`src/rtl/mcu_ctrl_if.sv`:
```
// Control bus between the multicycle MIPS controller and its datapath.
// The controller sits on the slave side; the datapath (or bench) is the master.
interface mcu_ctrl_if;
    logic       run;
    logic [5:0] Op;
    logic       Zero;
    logic       PCWrite;
    logic       PCWriteCond;
    logic       IorD;
    logic       MemRead;
    logic       MemWrite;
    logic       IRWrite;
    logic       MemtoReg;
    logic       RegDst;
    logic       RegWrite;
    logic       ALUSrcA;
    logic [1:0] ALUSrcB;
    logic [1:0] ALUOp;
    logic [1:0] PCSource;
    logic       PCEn;
    logic [3:0] state;

    modport master (
        output run, Op, Zero,
        input  PCWrite, PCWriteCond, IorD, MemRead, MemWrite, IRWrite,
               MemtoReg, RegDst, RegWrite, ALUSrcA, ALUSrcB, ALUOp,
               PCSource, PCEn, state
    );

    modport slave (
        input  run, Op, Zero,
        output PCWrite, PCWriteCond, IorD, MemRead, MemWrite, IRWrite,
               MemtoReg, RegDst, RegWrite, ALUSrcA, ALUSrcB, ALUOp,
               PCSource, PCEn, state
    );
endinterface

```
`src/rtl/mcu_ctrl.sv`:
```
// Moore control FSM for a multicycle MIPS datapath (lw/sw/R-type/beq/j/addi).
// The run input single-steps the machine; write strobes are suppressed while stalled.
module mcu_ctrl #(
    parameter bit HAS_ADDI = 1'b1
) (
    input  logic     clk,
    input  logic     rst,
    mcu_ctrl_if.slave bus
);
    localparam logic [5:0] OP_RTYPE = 6'h00;
    localparam logic [5:0] OP_J     = 6'h02;
    localparam logic [5:0] OP_BEQ   = 6'h04;
    localparam logic [5:0] OP_ADDI  = 6'h08;
    localparam logic [5:0] OP_LW    = 6'h23;
    localparam logic [5:0] OP_SW    = 6'h2B;

    typedef enum logic [3:0] {
        S_FETCH  = 4'd0,
        S_DECODE = 4'd1,
        S_MEMADR = 4'd2,
        S_MEMRD  = 4'd3,
        S_MEMWB  = 4'd4,
        S_MEMWR  = 4'd5,
        S_EXEC   = 4'd6,
        S_RWB    = 4'd7,
        S_BRANCH = 4'd8,
        S_JUMP   = 4'd9,
        S_ADDIEX = 4'd10,
        S_ADDIWB = 4'd11
    } state_e;

    state_e state_q, state_d;

    logic pc_write, pc_write_cond, iord, mem_read, mem_write, ir_write;
    logic mem_to_reg, reg_dst, reg_write, alu_src_a;
    logic [1:0] alu_src_b, alu_op, pc_source;
    logic wr_en;

    always_ff @(posedge clk or posedge rst) begin
        if (rst) state_q <= S_FETCH;
        else     state_q <= state_d;
    end

    always_comb begin
        state_d = state_q;
        if (bus.run) begin
            case (state_q)
                S_FETCH:  state_d = S_DECODE;
                S_DECODE: begin
                    case (bus.Op)
                        OP_LW, OP_SW: state_d = S_MEMADR;
                        OP_RTYPE:     state_d = S_EXEC;
                        OP_BEQ:       state_d = S_BRANCH;
                        OP_J:         state_d = S_JUMP;
                        OP_ADDI:      state_d = HAS_ADDI ? S_ADDIEX : S_FETCH;
                        default:      state_d = S_FETCH;
                    endcase
                end
                S_MEMADR: state_d = (bus.Op == OP_LW) ? S_MEMRD : S_MEMWR;
                S_MEMRD:  state_d = S_MEMWB;
                S_EXEC:   state_d = S_RWB;
                S_ADDIEX: state_d = S_ADDIWB;
                default:  state_d = S_FETCH;
            endcase
        end
    end

    // Raw per-state decode; write strobes are gated below.
    always_comb begin
        pc_write      = 1'b0;
        pc_write_cond = 1'b0;
        iord          = 1'b0;
        mem_read      = 1'b0;
        mem_write     = 1'b0;
        ir_write      = 1'b0;
        mem_to_reg    = 1'b0;
        reg_dst       = 1'b0;
        reg_write     = 1'b0;
        alu_src_a     = 1'b0;
        alu_src_b     = 2'b00;
        alu_op        = 2'b00;
        pc_source     = 2'b00;
        case (state_q)
            S_FETCH: begin
                mem_read  = 1'b1;
                ir_write  = 1'b1;
                pc_write  = 1'b1;
                alu_src_b = 2'b01;
            end
            S_DECODE: alu_src_b = 2'b11;
            S_MEMADR, S_ADDIEX: begin
                alu_src_a = 1'b1;
                alu_src_b = 2'b10;
            end
            S_MEMRD: begin
                mem_read = 1'b1;
                iord     = 1'b1;
            end
            S_MEMWB: begin
                reg_write  = 1'b1;
                mem_to_reg = 1'b1;
            end
            S_MEMWR: begin
                mem_write = 1'b1;
                iord      = 1'b1;
            end
            S_EXEC: begin
                alu_src_a = 1'b1;
                alu_op    = 2'b10;
            end
            S_RWB: begin
                reg_write = 1'b1;
                reg_dst   = 1'b1;
            end
            S_BRANCH: begin
                alu_src_a     = 1'b1;
                alu_op        = 2'b01;
                pc_write_cond = 1'b1;
                pc_source     = 2'b01;
            end
            S_JUMP: begin
                pc_write  = 1'b1;
                pc_source = 2'b10;
            end
            S_ADDIWB: reg_write = 1'b1;
            default: ;
        endcase
    end

    // Strobes only fire on a real step; reset also kills them since FETCH is the reset state.
    assign wr_en = bus.run & ~rst;

    assign bus.PCWrite     = pc_write & wr_en;
    assign bus.PCWriteCond = pc_write_cond & wr_en;
    assign bus.MemWrite    = mem_write & wr_en;
    assign bus.IRWrite     = ir_write & wr_en;
    assign bus.RegWrite    = reg_write & wr_en;
    assign bus.PCEn        = bus.PCWrite | (bus.PCWriteCond & bus.Zero);
    assign bus.IorD        = iord;
    assign bus.MemRead     = mem_read;
    assign bus.MemtoReg    = mem_to_reg;
    assign bus.RegDst      = reg_dst;
    assign bus.ALUSrcA     = alu_src_a;
    assign bus.ALUSrcB     = alu_src_b;
    assign bus.ALUOp       = alu_op;
    assign bus.PCSource    = pc_source;
    assign bus.state       = 4'(state_q);
endmodule

```
`src/flat_wrapper.sv`:
```
// flat-port wrapper written by rule: the top's interface ports become plain ports
module mcu_ctrl_flat 
#(
    parameter bit HAS_ADDI = 1'b1
)
  (clk, rst, bus_run, bus_Op, bus_Zero, bus_PCWrite, bus_PCWriteCond, bus_IorD, bus_MemRead, bus_MemWrite, bus_IRWrite, bus_MemtoReg, bus_RegDst, bus_RegWrite, bus_ALUSrcA, bus_ALUSrcB, bus_ALUOp, bus_PCSource, bus_PCEn, bus_state);
  mcu_ctrl_if bus_i ();
  input  logic clk;
  input  logic rst;
  input wire logic [$bits(bus_i.run)-1:0] bus_run;
  input wire logic [$bits(bus_i.Op)-1:0] bus_Op;
  input wire logic [$bits(bus_i.Zero)-1:0] bus_Zero;
  output wire logic [$bits(bus_i.PCWrite)-1:0] bus_PCWrite;
  output wire logic [$bits(bus_i.PCWriteCond)-1:0] bus_PCWriteCond;
  output wire logic [$bits(bus_i.IorD)-1:0] bus_IorD;
  output wire logic [$bits(bus_i.MemRead)-1:0] bus_MemRead;
  output wire logic [$bits(bus_i.MemWrite)-1:0] bus_MemWrite;
  output wire logic [$bits(bus_i.IRWrite)-1:0] bus_IRWrite;
  output wire logic [$bits(bus_i.MemtoReg)-1:0] bus_MemtoReg;
  output wire logic [$bits(bus_i.RegDst)-1:0] bus_RegDst;
  output wire logic [$bits(bus_i.RegWrite)-1:0] bus_RegWrite;
  output wire logic [$bits(bus_i.ALUSrcA)-1:0] bus_ALUSrcA;
  output wire logic [$bits(bus_i.ALUSrcB)-1:0] bus_ALUSrcB;
  output wire logic [$bits(bus_i.ALUOp)-1:0] bus_ALUOp;
  output wire logic [$bits(bus_i.PCSource)-1:0] bus_PCSource;
  output wire logic [$bits(bus_i.PCEn)-1:0] bus_PCEn;
  output wire logic [$bits(bus_i.state)-1:0] bus_state;
  assign bus_i.run = bus_run;
  assign bus_i.Op = bus_Op;
  assign bus_i.Zero = bus_Zero;
  assign bus_PCWrite = bus_i.PCWrite;
  assign bus_PCWriteCond = bus_i.PCWriteCond;
  assign bus_IorD = bus_i.IorD;
  assign bus_MemRead = bus_i.MemRead;
  assign bus_MemWrite = bus_i.MemWrite;
  assign bus_IRWrite = bus_i.IRWrite;
  assign bus_MemtoReg = bus_i.MemtoReg;
  assign bus_RegDst = bus_i.RegDst;
  assign bus_RegWrite = bus_i.RegWrite;
  assign bus_ALUSrcA = bus_i.ALUSrcA;
  assign bus_ALUSrcB = bus_i.ALUSrcB;
  assign bus_ALUOp = bus_i.ALUOp;
  assign bus_PCSource = bus_i.PCSource;
  assign bus_PCEn = bus_i.PCEn;
  assign bus_state = bus_i.state;
  mcu_ctrl #(.HAS_ADDI(HAS_ADDI)) u_core (.clk(clk), .rst(rst), .bus(bus_i));
endmodule
```
`config.mk`:
```
export PLATFORM = sky130hd
export DESIGN_NAME = mcu_ctrl_flat
export DESIGN_NICKNAME = d
export VERILOG_FILES = /design/src/rtl/mcu_ctrl_if.sv /design/src/rtl/mcu_ctrl.sv /design/src/flat_wrapper.sv
export SDC_FILE = /design/constraint.sdc
export NUM_CORES = 1
export LEC_CHECK = 0
export CAP_MARGIN = 20
export CORE_MARGIN = 2
export CORE_UTILIZATION = 37
export CTS_CLUSTER_DIAMETER = 100
export DETAILED_ROUTE_END_ITERATION = 10
export PLACE_DENSITY = 0.77
export SLEW_MARGIN = 20
export SYNTH_ARGS = -nofsm -noshare
export SYNTH_HDL_FRONTEND = slang
export SYNTH_SLANG_ARGS = --single-unit
```
`constraint.sdc`:
```
create_clock -name clk -period 1.55 [get_ports clk]
set_input_delay 0.2325 -clock clk [delete_from_list [all_inputs] [get_ports clk]]
set_output_delay 0.2325 -clock clk [all_outputs]
set_load 0.005 [all_outputs]
```
## After elaboration in Yosys (flattened, before gate mapping)

Index checks and enable logic that the tools add are counted.

- $add $sub $neg: 0
- Multiply operators: 0
- Divide/modulo/power cells: 0
- Magnitude comparators: 0
- Equal/unequal tests: 16
- Shift-type cells: 0
- Mux-type cells: 16
- Bitwise operators: 9
- Reductions and logical operators: 9

Operators with widths:

| kind | count |
|---|---|
| $pmux W4 S6 | 1 |
| $pmux W4 S5 | 1 |
| $eq A4 B3 Y1 const B | 4 |
| $eq A4 B4 Y1 const B | 4 |
| $eq A6 B6 Y1 const B | 2 |
| $mux W1 | 10 |
| $reduce_or A2 Y1 | 5 |
| $eq A4 B2 Y1 const B | 2 |
| $pmux W2 S2 | 2 |
| $and A1 B1 Y1 | 7 |
| $eq A6 B2 Y1 const B | 1 |
| $eq A6 B3 Y1 const B | 1 |
| $eq A6 B4 Y1 const B | 1 |
| $logic_not A6 Y1 | 1 |
| $pmux W2 S3 | 1 |
| $eq A4 B1 Y1 const B | 1 |
| $logic_not A4 Y1 | 1 |
| $reduce_or A4 Y1 | 1 |
| $mux W3 | 1 |
| $reduce_or A3 Y1 | 1 |
| $not A1 Y1 | 1 |
| $or A1 B1 Y1 | 1 |

- Bits in registers: 4
- Bits in latches: 0
- Bits in writable memories: 0
- Memory bits (read-only): 0
- Input port bits: 10
- Output and inout port bits: 21
- Logic and storage cells: 51
- Memories kept: 0

## Depth between registers and ports, before layout

- Word-level depth: 5
- Depth in mapped cells: 5
- Depth with buffers taken out: 3

## Worst setup path after synthesis

OpenSTA, ideal clock, no wires.

- Kind: register to output
- Start point: register u_core.state_q[2] (netlist: u_core.bus.state[2])
- End point: output port bus_PCSource[0]
- Arrival: 1155 ps
- Required time: 1317 ps
- Slack: 162 ps
- Cell stages (with the launch flop): 5
- Path buffers: 3
- Path through: dfrtp_1 > buf_2 > buf_4 > nor3_1 > buf_4

- Word-level cells in the longest chain between the ends: 2
- Elaborated cells between the ends (all ways): 3
- Classes of those cells: eq/ne: 2; mux: 1

Ends and longest elaborated chain:

| element | line | RTL |
|---|---|---|
| from (decl) | mcu_ctrl.sv:32 | `state_e state_q, state_d;` |
| from (signal assigned) | mcu_ctrl.sv:41 | `else state_q <= state_d;` |
| $eq A4 B4 Y1 | mcu_ctrl.sv:83 | `case (state_q)` |
| $pmux W2 S2 (*) | mcu_ctrl.sv:83 |  |
| to (decl) | flat_wrapper.sv:25 | `output wire logic [$bits(bus_i.PCSource)-1:0] bus_PCSource;` |

Mark *: on every way between the ends. The rest lies on a longest branch, timed or not.

## Worst setup path after layout

- Start point: register u_core.state_q[1] (netlist: u_core.bus.state[1])
- End point: output port bus_ALUOp[0]

- Word-level cells in the longest chain between the ends: 2
- Elaborated cells between the ends (all ways): 3
- Classes of those cells: eq/ne: 2; mux: 1

Ends and longest elaborated chain:

| element | line | RTL |
|---|---|---|
| $eq A4 B4 Y1 / $eq A4 B3 Y1 (equally long branches) | mcu_ctrl.sv:83 |  |
| $pmux W2 S2 (*) | mcu_ctrl.sv:83 |  |
| to (decl) | flat_wrapper.sv:24 | `output wire logic [$bits(bus_i.ALUOp)-1:0] bus_ALUOp;` |

Marked as above.

==> flow_metrics.py <==
metrics = {
    "timing": {
        "rsz0062_at_grt": "yes",
        "max_slew_margin_pct": 73.2,
        "max_clock_freq_mhz": 581,
        "slew_violations": 0,
        "tightest_slew_ps": 401,
        "hold_ws_ps": 241,
        "timing.final.crit_share_pct": 111,
        "finalSetupViolations": 14,
        "hold_viol": 0,
        "setup_ws_ps": -170,
        "skew_ps": 6.64,
        "period_minus_slack_ps": 1720,
    },
    "logic_synthesis": {
        "yosysMostFrequentCell": "nor2_1",
        "synth_mux_area_share_pct": 0,
        "async_reset_ff_share_pct": 100,
        "synth_top_family_by_area": "simple AND/OR/NAND/NOR gates",
        "yosys.area.top_type": "dfrtp_1",
        "synth.area.top_cells": "dfrtp_1, nor2_1, nor3_1",
        "synth_area_um2": 566,
        "synth.avg_cell_area_um2": 7.25,
        "synthTopCellsByCount": "nor2_1, nand2_1, nor3_1",
        "synth_compound_area_share_pct": 18.1,
        "synthCells": 78,
        "synth_cell_types": 35,
        "ys_seq_elements": 4,
        "synth_top_area_share_pct": 17.7,
        "synthFlopType": "dfrtp_1",
        "synth_edf_count": 0,
        "synth-simple-area-share_pct": 47.6,
        "synth_warnings": 0,
        "synth-adder-area-share_pct": 0,
        "synthesis.nets": 88,
        "synth_seq_area_share_pct": 17.7,
        "synthXorXnorAreaFrac_pct": 6.19,
    },
    "worst_setup_path": {
        "cp-end-kind": "output port",
        "critPathTopFamily": "buffers and inverters",
        "r2r_cells": 7,
        "required_ps": 1320,
        "cp-start-kind": "flop",
        "crit_type": "flop to output port",
        "r2r-start": "u_core.bus.state[1]",
        "worst-path-buf-inv": 4,
        "cpMaxStageDelayCell": "dfrtp_2",
        "arrival_ps": 1490,
        "cp_cell_sequence": "buf_6 > nand2b_4 > buf_4 > buf_6 > nor3_4 > buf_2",
        "slowest_delay_ps": 410,
        "reg2reg_slack_ps": 0,
        "worstReg2RegEnd": "u_core.bus.state[0]",
        "path_common_cell": "buf_6",
        "worstPathMaxFanout": 2,
    },
    "route": {
        "viasPerCell": 5.95,
        "firstDrtPassIters": 4,
        "drc": 0,
        "wl_per_cell_um": 21.1,
        "drt_iter0_markers": 48,
        "vias": 993,
        "ant_nets": 0,
        "wirelength_mm": 3.52,
    },
    "cts": {
        "insertion_delay_ps": 240,
        "cts_buffer_depth": 2,
        "cts_tree": "done",
        "cts_hold_buf": 0,
        "cts_buffers": 3,
        "cts_root_buf": "clkbuf_4",
        "clk_pin_slew_ps": 50,
        "htree_num_levels": 1,
        "numClockSinks": 4,
    },
    "global_routing": {
        "grt_max_degree": 9,
        "overflow": 0,
        "track_usage_pct": 33.7,
        "grt_pass1_vias": 977,
        "antenna_found_initial": 0,
        "grt_pass1_wl_mm": 4.66,
    },
    "run_status": {
        "status": "finished with violations",
        "violations": "negative setup slack",
    },
    "floorplanning": {
        "die_x_um": 43.1,
        "core_mm2": 0.00147,
        "start_util_pct": 38.4,
        "ios": 31,
        "die_h_um": 43.1,
        "num_rows": 14,
        "die_area_mm2": 0.00186,
    },
    "placed_design": {
        "hpwlAfterDp_mm": 1.54,
        "gp_congestion": 0.897,
        "portBuffers": 30,
        "pre_cts_ws_ps": -458,
    },
    "flow_run": {
        "drv_cap": 0,
    },
    "final_layout": {
        "nets": 163,
        "largest_register_ffs": 4,
        "area_growth_pct": 145,
        "drive_gt1_share_pct": 65.6,
        "diodes": 0,
    },
    "power": {
        "peakVddDrop_uv": 817,
        "p_per_area_mw_per_mm2": 736,
        "leakage_nw": 0.660,
        "p_total_mw": 1.02,
    },
    "worst_hold_path": {
        "hold_class": "primary input to async pin",
    },
}
-- logic make-up (layout without fill, tap and decap cells) --
group,Yosys count,count (layout)
and+or+nand+nor,45,45
AOI/OAI and AO/OA,15,15
DFF,4,4
buffers and inverters,10,83
xor gates and xnor gates,4,4
-- layout by cell type (no fill, tap or decap), drive strengths merged, types with 2 or more instances in the layout --
master and instances:
clkdlybuf4s50 9, nand3 2, nand2b 4, dlymetal6s2s 2, nand4b 2, dfrtp 4, nor4 6, nor3 5
xor2 2, buf 61, o21ai 3, xnor2 2, inv 4, a21oi 4, dlygate4sd2 2, nor2 10
nor3b 2, nor2b 2, nand2 6, clkbuf 5
-- per-layer routing --
layer | vias to the layer above | track usage (%) | share of wire [%]
met5 | - | 0 | 0
met4 | 0 | 16.4 | 3.7
met3 | 15 | 6.81 | 7.6
met2 | 82 | 56.4 | 50
met1 | 468 | 40.4 | 38
li1 | 428 | - | -
-- repair_timing --
| action | in CTS | in global routing |
|---|---|---|
| setup endpoints to repair | 22 | 21 |
| pin swaps | 6 | 11 |
| buffers inserted | 15 | 7 |
| gates resized for setup | 93 | 39 |
-- report_power, final --
part           leakage (nW)  switching [mW]  total, mW  internal [mW]
Sequential           0.0470          0.0145      0.135          0.120
Combinational         0.599           0.346      0.745          0.399
Clock                0.0138          0.0528      0.140         0.0873
-- how the worst max path moves through the flow --
stage | start | endpoint | depth (start not counted)
global route | u_core.bus.state[1] | bus_PCEn | 5
global placement | rst | bus_PCEn | 5
CTS | u_core.bus.state[0] | bus_PCEn | 5
finish | u_core.bus.state[1] | bus_ALUOp[0] | 6
detailed placement | rst | bus_PCEn | 5
floorplan | u_core.bus.state[2] | bus_PCSource[0] | 4
-- through the flow --
step,instance area [µm²],utilization (%),cells,setup TNS (ps)
after floorplan,566,-,78,0
final,1390,94.1,167,-1420
after global placement,1040,70.5,144,-3630
after detailed placement,1040,70.5,144,-4120
after global routing,1390,94.1,167,-1890
after CTS,1220,83.1,162,-688
-- area by class of cell --
| cell class | count | area (µm²) |
|---|---|---|
| Clock buffer | 3 | 22.5 |
| Fill cell | 44 | 86.3 |
| Inverter | 4 | 15.0 |
| Multi-Input combinational cell | 64 | 596 |
| Sequential cell | 4 | 105 |
| Tap cell | 16 | 20.0 |
| Timing Repair Buffer | 76 | 627 |
No activity file was read; power rests on OpenSTA's default activity.
